$ cat config.mk
export PLATFORM = sky130hd
export DESIGN_NAME = vram_fetch_flat
export DESIGN_NICKNAME = d
export VERILOG_FILES = /design/src/rtl/vram_fetch_if.sv /design/src/rtl/vram_fetch.sv /design/src/flat_wrapper.sv
export SDC_FILE = /design/constraint.sdc
export NUM_CORES = 1
export LEC_CHECK = 0
export CAP_MARGIN = 15
export CORE_UTILIZATION = 55
export DETAILED_ROUTE_END_ITERATION = 12
export GPL_TIMING_DRIVEN = 0
export PLACE_DENSITY = 0.86
export SLEW_MARGIN = 20
export SYNTH_ARGS = -nofsm -noshare
export SYNTH_HDL_FRONTEND = slang
export SYNTH_SLANG_ARGS = --single-unit
$ cat constraint.sdc
create_clock -name clk -period 2.1 [get_ports clk]
set_clock_uncertainty 0.05 [all_clocks]
set_input_delay 0.21 -clock clk [delete_from_list [all_inputs] [get_ports clk]]
set_output_delay 0.21 -clock clk [all_outputs]
set_load 0.1 [all_outputs]
$ cat src/rtl/vram_fetch_if.sv
// VRAM read port and output word stream for vram_fetch.
// master = fetch block side, slave = VRAM + pixel pipeline side.
interface vram_fetch_if #(
    parameter int ADDR_W = 15
);
    logic              vram_en;
    logic              vram_we;
    logic [ADDR_W-1:0] vram_addr;
    logic [7:0]        vram_dout;
    logic              out_valid;
    logic              out_ready;
    logic [15:0]       out_data;

    modport master (
        output vram_en, vram_we, vram_addr, out_valid, out_data,
        input  vram_dout, out_ready
    );

    modport slave (
        input  vram_en, vram_we, vram_addr, out_valid, out_data,
        output vram_dout, out_ready
    );
endinterface

$ cat src/rtl/vram_fetch.sv
// vram_fetch: per-line character/attribute fetcher for the display port of
// the video RAM. Reads {char, attr} byte pairs, packs them into 16-bit words
// and buffers them in a small FIFO ahead of the character generator.
// Optional macro VRAM_FETCH_UNDERRUN_EN adds the underrun_cnt output, which
// counts cycles the consumer is starved while a line is being fetched.
//
// state   | meaning
// --------+------------------------------------------------------------
// IDLE    | no line in progress, waiting for line_start
// RD_CHAR | issue the char read once a FIFO slot can be reserved
// RD_ATTR | issue the attr read, capture the char byte
// LAST    | final attr byte returns, push the last pair, pulse line_done
module vram_fetch #(
    parameter int FIFO_DEPTH = 4,
    parameter int ADDR_W     = 15
) (
    input  logic              clk,
    input  logic              reset_n,
    input  logic              line_start,
    input  logic [ADDR_W-1:0] line_addr,
    input  logic [7:0]        line_len,
    output logic              busy,
    output logic              line_done,
`ifdef VRAM_FETCH_UNDERRUN_EN
    output logic [15:0]       underrun_cnt,
`endif
    vram_fetch_if.master      bus
);
    localparam int PTR_W = $clog2(FIFO_DEPTH);
    localparam int CNT_W = PTR_W + 1;

    typedef enum logic [1:0] {IDLE, RD_CHAR, RD_ATTR, LAST} state_t;

    state_t            state, state_nxt;
    logic [ADDR_W-1:0] addr;
    logic [7:0]        remaining;
    logic [7:0]        char_q;
    logic              attr_pending;
    logic [1:0]        in_flight;
    logic              zero_done;

    logic [15:0]       mem [FIFO_DEPTH];
    logic [PTR_W-1:0]  wr_ptr, rd_ptr;
    logic [CNT_W-1:0]  fifo_count;
    logic              fifo_empty;
    logic [CNT_W:0]    credit_sum;
    logic              credit_ok;
    logic              char_issue, attr_issue, push, pop;

    // A FIFO slot is reserved when the char read issues, so count in-flight pairs.
    assign credit_sum = {1'b0, fifo_count} + (CNT_W+1)'(in_flight);
    assign credit_ok  = credit_sum < (CNT_W+1)'(FIFO_DEPTH);
    assign fifo_empty = (fifo_count == '0);
    assign pop        = !fifo_empty && bus.out_ready && !line_start;

    assign bus.vram_en   = char_issue | attr_issue;
    assign bus.vram_we   = 1'b0;
    assign bus.vram_addr = addr;
    assign bus.out_valid = !fifo_empty;
    assign bus.out_data  = mem[rd_ptr];
    assign busy          = (state != IDLE) || !fifo_empty;

    // State register.
    always_ff @(posedge clk or negedge reset_n) begin
        if (!reset_n) state <= IDLE;
        else          state <= state_nxt;
    end

    // Next-state logic; line_start overrides whatever line is in progress.
    always_comb begin
        state_nxt = state;
        if (line_start) begin
            state_nxt = (line_len == 8'd0) ? IDLE : RD_CHAR;
        end else begin
            case (state)
                IDLE:    state_nxt = IDLE;
                RD_CHAR: if (credit_ok) state_nxt = RD_ATTR;
                RD_ATTR: state_nxt = (remaining > 8'd1) ? RD_CHAR : LAST;
                LAST:    state_nxt = IDLE;
                default: state_nxt = IDLE;
            endcase
        end
    end

    // Read strobes, FIFO push and line_done; all suppressed by an abort.
    always_comb begin
        char_issue = 1'b0;
        attr_issue = 1'b0;
        push       = 1'b0;
        line_done  = zero_done;
        if (!line_start) begin
            char_issue = (state == RD_CHAR) && credit_ok;
            attr_issue = (state == RD_ATTR);
            push       = attr_pending;
            line_done  = zero_done | (state == LAST);
        end
    end

    // Line address/length tracking and pair assembly.
    always_ff @(posedge clk or negedge reset_n) begin
        if (!reset_n) begin
            addr         <= '0;
            remaining    <= '0;
            char_q       <= '0;
            attr_pending <= 1'b0;
            in_flight    <= '0;
            zero_done    <= 1'b0;
        end else if (line_start) begin
            addr         <= line_addr;
            remaining    <= line_len;
            attr_pending <= 1'b0;
            in_flight    <= '0;
            zero_done    <= (line_len == 8'd0);
        end else begin
            zero_done    <= 1'b0;
            attr_pending <= attr_issue;
            if (char_issue || attr_issue) addr <= addr + ADDR_W'(1);
            if (attr_issue) begin
                remaining <= remaining - 8'd1;
                char_q    <= bus.vram_dout;
            end
            case ({char_issue, push})
                2'b10:   in_flight <= in_flight + 2'd1;
                2'b01:   in_flight <= in_flight - 2'd1;
                default: in_flight <= in_flight;
            endcase
        end
    end

    // Word FIFO; a line_start flush beats any push or pop in the same cycle.
    always_ff @(posedge clk or negedge reset_n) begin
        if (!reset_n) begin
            for (int i = 0; i < FIFO_DEPTH; i++) mem[i] <= '0;
            wr_ptr     <= '0;
            rd_ptr     <= '0;
            fifo_count <= '0;
        end else if (line_start) begin
            wr_ptr     <= '0;
            rd_ptr     <= '0;
            fifo_count <= '0;
        end else begin
            if (push) begin
                mem[wr_ptr] <= {bus.vram_dout, char_q};
                wr_ptr      <= wr_ptr + PTR_W'(1);
            end
            if (pop) rd_ptr <= rd_ptr + PTR_W'(1);
            case ({push, pop})
                2'b10:   fifo_count <= fifo_count + CNT_W'(1);
                2'b01:   fifo_count <= fifo_count - CNT_W'(1);
                default: fifo_count <= fifo_count;
            endcase
        end
    end

`ifdef VRAM_FETCH_UNDERRUN_EN
    // Count cycles the consumer waits on an empty FIFO during a line.
    always_ff @(posedge clk or negedge reset_n) begin
        if (!reset_n) begin
            underrun_cnt <= '0;
        end else if (line_start) begin
            underrun_cnt <= '0;
        end else if (bus.out_ready && fifo_empty && (state != IDLE) &&
                     (underrun_cnt != 16'hFFFF)) begin
            underrun_cnt <= underrun_cnt + 16'd1;
        end
    end
`endif

endmodule

$ cat src/flat_wrapper.sv
// flat-port wrapper written by rule: the top's interface ports become plain ports
module vram_fetch_flat 
#(
    parameter int FIFO_DEPTH = 4,
    parameter int ADDR_W     = 15
)
  (clk, reset_n, line_start, line_addr, line_len, busy, line_done, bus_vram_en, bus_vram_we, bus_vram_addr, bus_out_valid, bus_out_data, bus_vram_dout, bus_out_ready);
  vram_fetch_if #(.ADDR_W(ADDR_W)) bus_i ();
  input  logic clk;
  input  logic reset_n;
  input  logic line_start;
  input  logic [ADDR_W-1:0] line_addr;
  input  logic [7:0] line_len;
  output logic busy;
  output logic line_done;
  output wire logic [$bits(bus_i.vram_en)-1:0] bus_vram_en;
  output wire logic [$bits(bus_i.vram_we)-1:0] bus_vram_we;
  output wire logic [$bits(bus_i.vram_addr)-1:0] bus_vram_addr;
  output wire logic [$bits(bus_i.out_valid)-1:0] bus_out_valid;
  output wire logic [$bits(bus_i.out_data)-1:0] bus_out_data;
  input wire logic [$bits(bus_i.vram_dout)-1:0] bus_vram_dout;
  input wire logic [$bits(bus_i.out_ready)-1:0] bus_out_ready;
  assign bus_vram_en = bus_i.vram_en;
  assign bus_vram_we = bus_i.vram_we;
  assign bus_vram_addr = bus_i.vram_addr;
  assign bus_out_valid = bus_i.out_valid;
  assign bus_out_data = bus_i.out_data;
  assign bus_i.vram_dout = bus_vram_dout;
  assign bus_i.out_ready = bus_out_ready;
  vram_fetch #(.FIFO_DEPTH(FIFO_DEPTH), .ADDR_W(ADDR_W)) u_core (.clk(clk), .reset_n(reset_n), .line_start(line_start), .line_addr(line_addr), .line_len(line_len), .busy(busy), .line_done(line_done), .bus(bus_i));
endmodule
==> summary.txt <==
Setup path
  – R2R depth: 6
  – Critical Path RT: 1840 ps
  – Crit path DAT: 1880 ps
  – R2R Setup Slk: -10 ps
  – CP endpoint kind: primary output
  – WS Path Type: reg -> out
  – Worst r2r src: u_core.attr_pending
  – CP max FO: 5
  – Worst setup SP type: register
  – R2r endpoint: u_core.mem[10]

Detailed routing
  – Mean routed wirelength per cell: 19.3 um
  – DRT Pass-1 Iters: 5
  – Vias: between 3000 and 4000
  – Routed wire length: about 12000 um
  – DRC violations left: 0
  – DRT iter0 DRCs: between 200 and 300
  – ANT nets after route: 0
  – Via-per-instance ratio: 6.06

Finish
  – Multi-input logic area: 0.00247 mm^2
  – Fill cells: 584
  – Finished Cell Area: 0.00663 mm^2
  – Final net count: approximately 570
  – Sequential Area: 0.00272 mm^2
  – N_diodes: 0
  – Area grow syn2layout: 27.4%
  – Share of cells above drive strength 1: 0.379
  – Final core utilization: 0.721
  – Final cell count without fillers: 634

STA
  – Rel. slew slack: 0.363
  – Period minus WS final: roughly 2100 ps
  – Fmax achieved: between 0.4 and 0.5 GHz
  – Max Slew Vio Count: 0
  – Final worst slack: -39.6 ps
  – Final hold vios: 0
  – Endpoints failing setup: 3
  – RSZ-0062 raised after global routing: true
  – Final period util: 1.02
  – Worst Tran Pin Value: about 960 ps

Place
  – Port Buffers: 69
  – Placed instance count: 594
  – Post-DP HPWL: 7870 um
  – Placer Congestion: about 0.85
  – Placed Area: 0.00608 mm^2

Floorplanning
  – Top Ports: 71
  – Die ar.: between 0.009 and 0.01 mm^2
  – Row cnt: 35
  – Starting Density: 0.566
  – Die extent in x: 99.3 um
  – Core area: 0.00920 mm^2
  – Die H: 99.3 um

Clocking
  – CTS H-tree lvls: 3
  – Max Root-Sink Buffers: 2
  – Clock Root Buffer: clkbuf_8
  – # clock sinks: between 100 and 150
  – Clk slew on worst S/H paths: approximately 120 ps
  – TritonCTS clock tree: built
  – Total CTS buffers: 9
  – Worst skew pair latency: 380 ps

Synth
  – Top FF cell, synth: dfrtp_1
  – #FFs+latches synth: between 100 and 150
  – Synthesized area: roughly 0.0052 mm^2
  – Synthesized area per cell: about 13 um^2
  – Post-Syn Instances: 413
  – Warnings, synthesis: 0
  – Distinct cells, synth: 47
  – Sequential-to-total area share from yosys stat: 0.519
  – Post-synth EDFFs: 0
  – Ys async rst share: 1.00
  – Mapped Nets: 461

Power and ir drop
  – Power per cell area: about 1300 mW/mm^2
  – Combinational power share: 0.536
  – Clock power frac: 0.143
  – Internal Power: 4.64 mW
  – Static leakage: 3.04 nW
  – Sw Ratio: 0.478
  – Switching pwr: 4.26 mW
  – Sequential group share of total power: 0.321
  – Max IR drop VDD: 0.981 mV

GRT
  – Congestion Overflow GR: 0
  – First-pass GRT wire length: 19000 um
  – Tot GR Track Use: 0.253
  – Largest net degree at the start of global routing: 58
  – Vias in the first global route: 3787
  – Initial antenna violation count: 0

Outcome
  – Status: complete, but fails checks
  – Violated checks: setup timing

Worst hold path
  – Min-Delay Path Class: in -> async

Flow run
  – Maxcap violations: 0
-- routing by layer --
layer,global-route usage,part of all wire,up-vias
met5,0,0,-
met4,0.107,0.032,0
met3,0.0358,0.044,38
met2,0.434,0.51,135
met1,0.325,0.41,1950
li1,-,-,1718
-- worst max-delay path: stages, from the launching register on --
cell,delay [ps]
dfrtp_1,430
inv_2,90
ha_4,130
nor3b_4,240
a21oi_4,90
buf_6,130
buf_8,120
nor2_4,90
buf_12,180
-- metrics by stage --
stage | hold WS, ps | TNS [ps] | setup WS [ps] | power (mW)
global placement | 432 | -358130 | -3490 | 6.87
detailed placement | 137 | -21530 | -1020 | 7.01
CTS | 280 | -55.4 | -28.7 | 8.48
finish | 260 | -51.9 | -39.6 | 8.90
global route | 312 | -1840 | -93.1 | 9.26
floorplan | -136 | 0 | 7.84 | 6.01
-- area by class of cell --
type	count	share of cell area
buffer	20	0.0236
clock buffer	9	0.0187
clock inverter	7	0.0115
inverter	10	0.00585
multi-input combinational	274	0.373
sequential	108	0.410
tap	111	0.0209
timing repair buffer	95	0.136
-- what timing repair did --
item	in CTS	in global routing
gates resized for setup	161	24
setup endpoints to repair	41	57
gates cloned	0	1
buffers inserted	7	16
hold endpoints to repair	51	0
pin swaps	2	3
hold buffers	1	0
-- power by group through the flow --
stage          clock network, mW  logic (mW)  registers, mW
2_1_floorplan                  0        2.95           3.07
3_3_place_gp                   0        4.07           2.80
3_5_place_dp                   0        4.16           2.84
4_1_cts                     1.28        4.36           2.83
5_1_grt                     1.37        4.98           2.91
6_report                    1.27        4.77           2.86
-- how the worst max path moves through the flow --
stage / start / endpoint / slack [ps] / cells past startpoint
2_1_floorplan: u_core.bus.vram_addr[4] / u_core.bus.vram_addr[9] / 8 / 4
3_3_place_gp: reset_n / u_core.bus.vram_addr[2] / -3490 / 1
3_5_place_dp: u_core.rd_ptr[1] / bus_out_data[10] / -1020 / 4
4_1_cts: u_core.fifo_count[1] / bus_vram_en / -30 / 7
5_1_grt: u_core.attr_pending / u_core.mem[12] / -90 / 6
6_report: u_core.state[1] / bus_vram_en / -40 / 8
-- cells by family after synthesis --
logic type / after synthesis / share of synthesized area
compound gates: 45 / 0.0558
xor+xnor: 13 / 0.0219
fa+ha+maj: 13 / 0.0327
buf+inv: 31 / 0.0267
flops: 108 / 0.519
mux: 92 / 0.233
other cells: 1 / 0.000721
simple gates: 110 / 0.110
-- cell usage after synthesis, types with 3 or more instances --
cell type    n  area share
a31oi_1      9       0.011
or3_1        5      0.0060
o21ai_0     15       0.014
nor2_1      22       0.016
nor2b_1      5      0.0060
o31ai_1      7       0.010
a21oi_1      4      0.0038
xnor2_1      6       0.010
mux2i_1      3      0.0058
nor3_1       6      0.0058
and3_1       6      0.0072
buf_2        9      0.0087
nor4b_1      4      0.0067
inv_1        9      0.0065
nand4_1      5      0.0060
mux4_2      16       0.069
nand2_1     33       0.024
ha_1        12       0.029
xor2_1       7       0.012
clkbuf_1     8      0.0058
mux2_2      73        0.16
nand3_1      7      0.0067
or4_1        6      0.0087
dfrtp_1    108        0.52
-- sequential cells by signal, indices dropped and copies added (netlist names) --
name,cells
u_core.attr_pending,1
u_core.bus.vram_addr,15
u_core.char_q,8
u_core.fifo_count,3
u_core.in_flight,2
u_core.mem,64
u_core.rd_ptr,2
u_core.remaining,8
u_core.state,2
u_core.wr_ptr,2
u_core.zero_done,1
-- cells in the final DEF, fill, tap and decap left out, types with 7 or more instances in the layout --
cell type        count
dfrtp_1             96
mux2_2              73
nor2_1              21
o21ai_0             15
buf_6                9
dlygate4sd2_1       16
ha_1                 9
a31oi_1              9
clkbuf_4             9
inv_1                8
xor2_1               7
clkdlybuf4s50_1     32
buf_4               24
nand2_1             31
buf_2                9
clkbuf_8             9
mux4_2              16
dfrtp_2             12
Power figures use the tool's default switching activity.
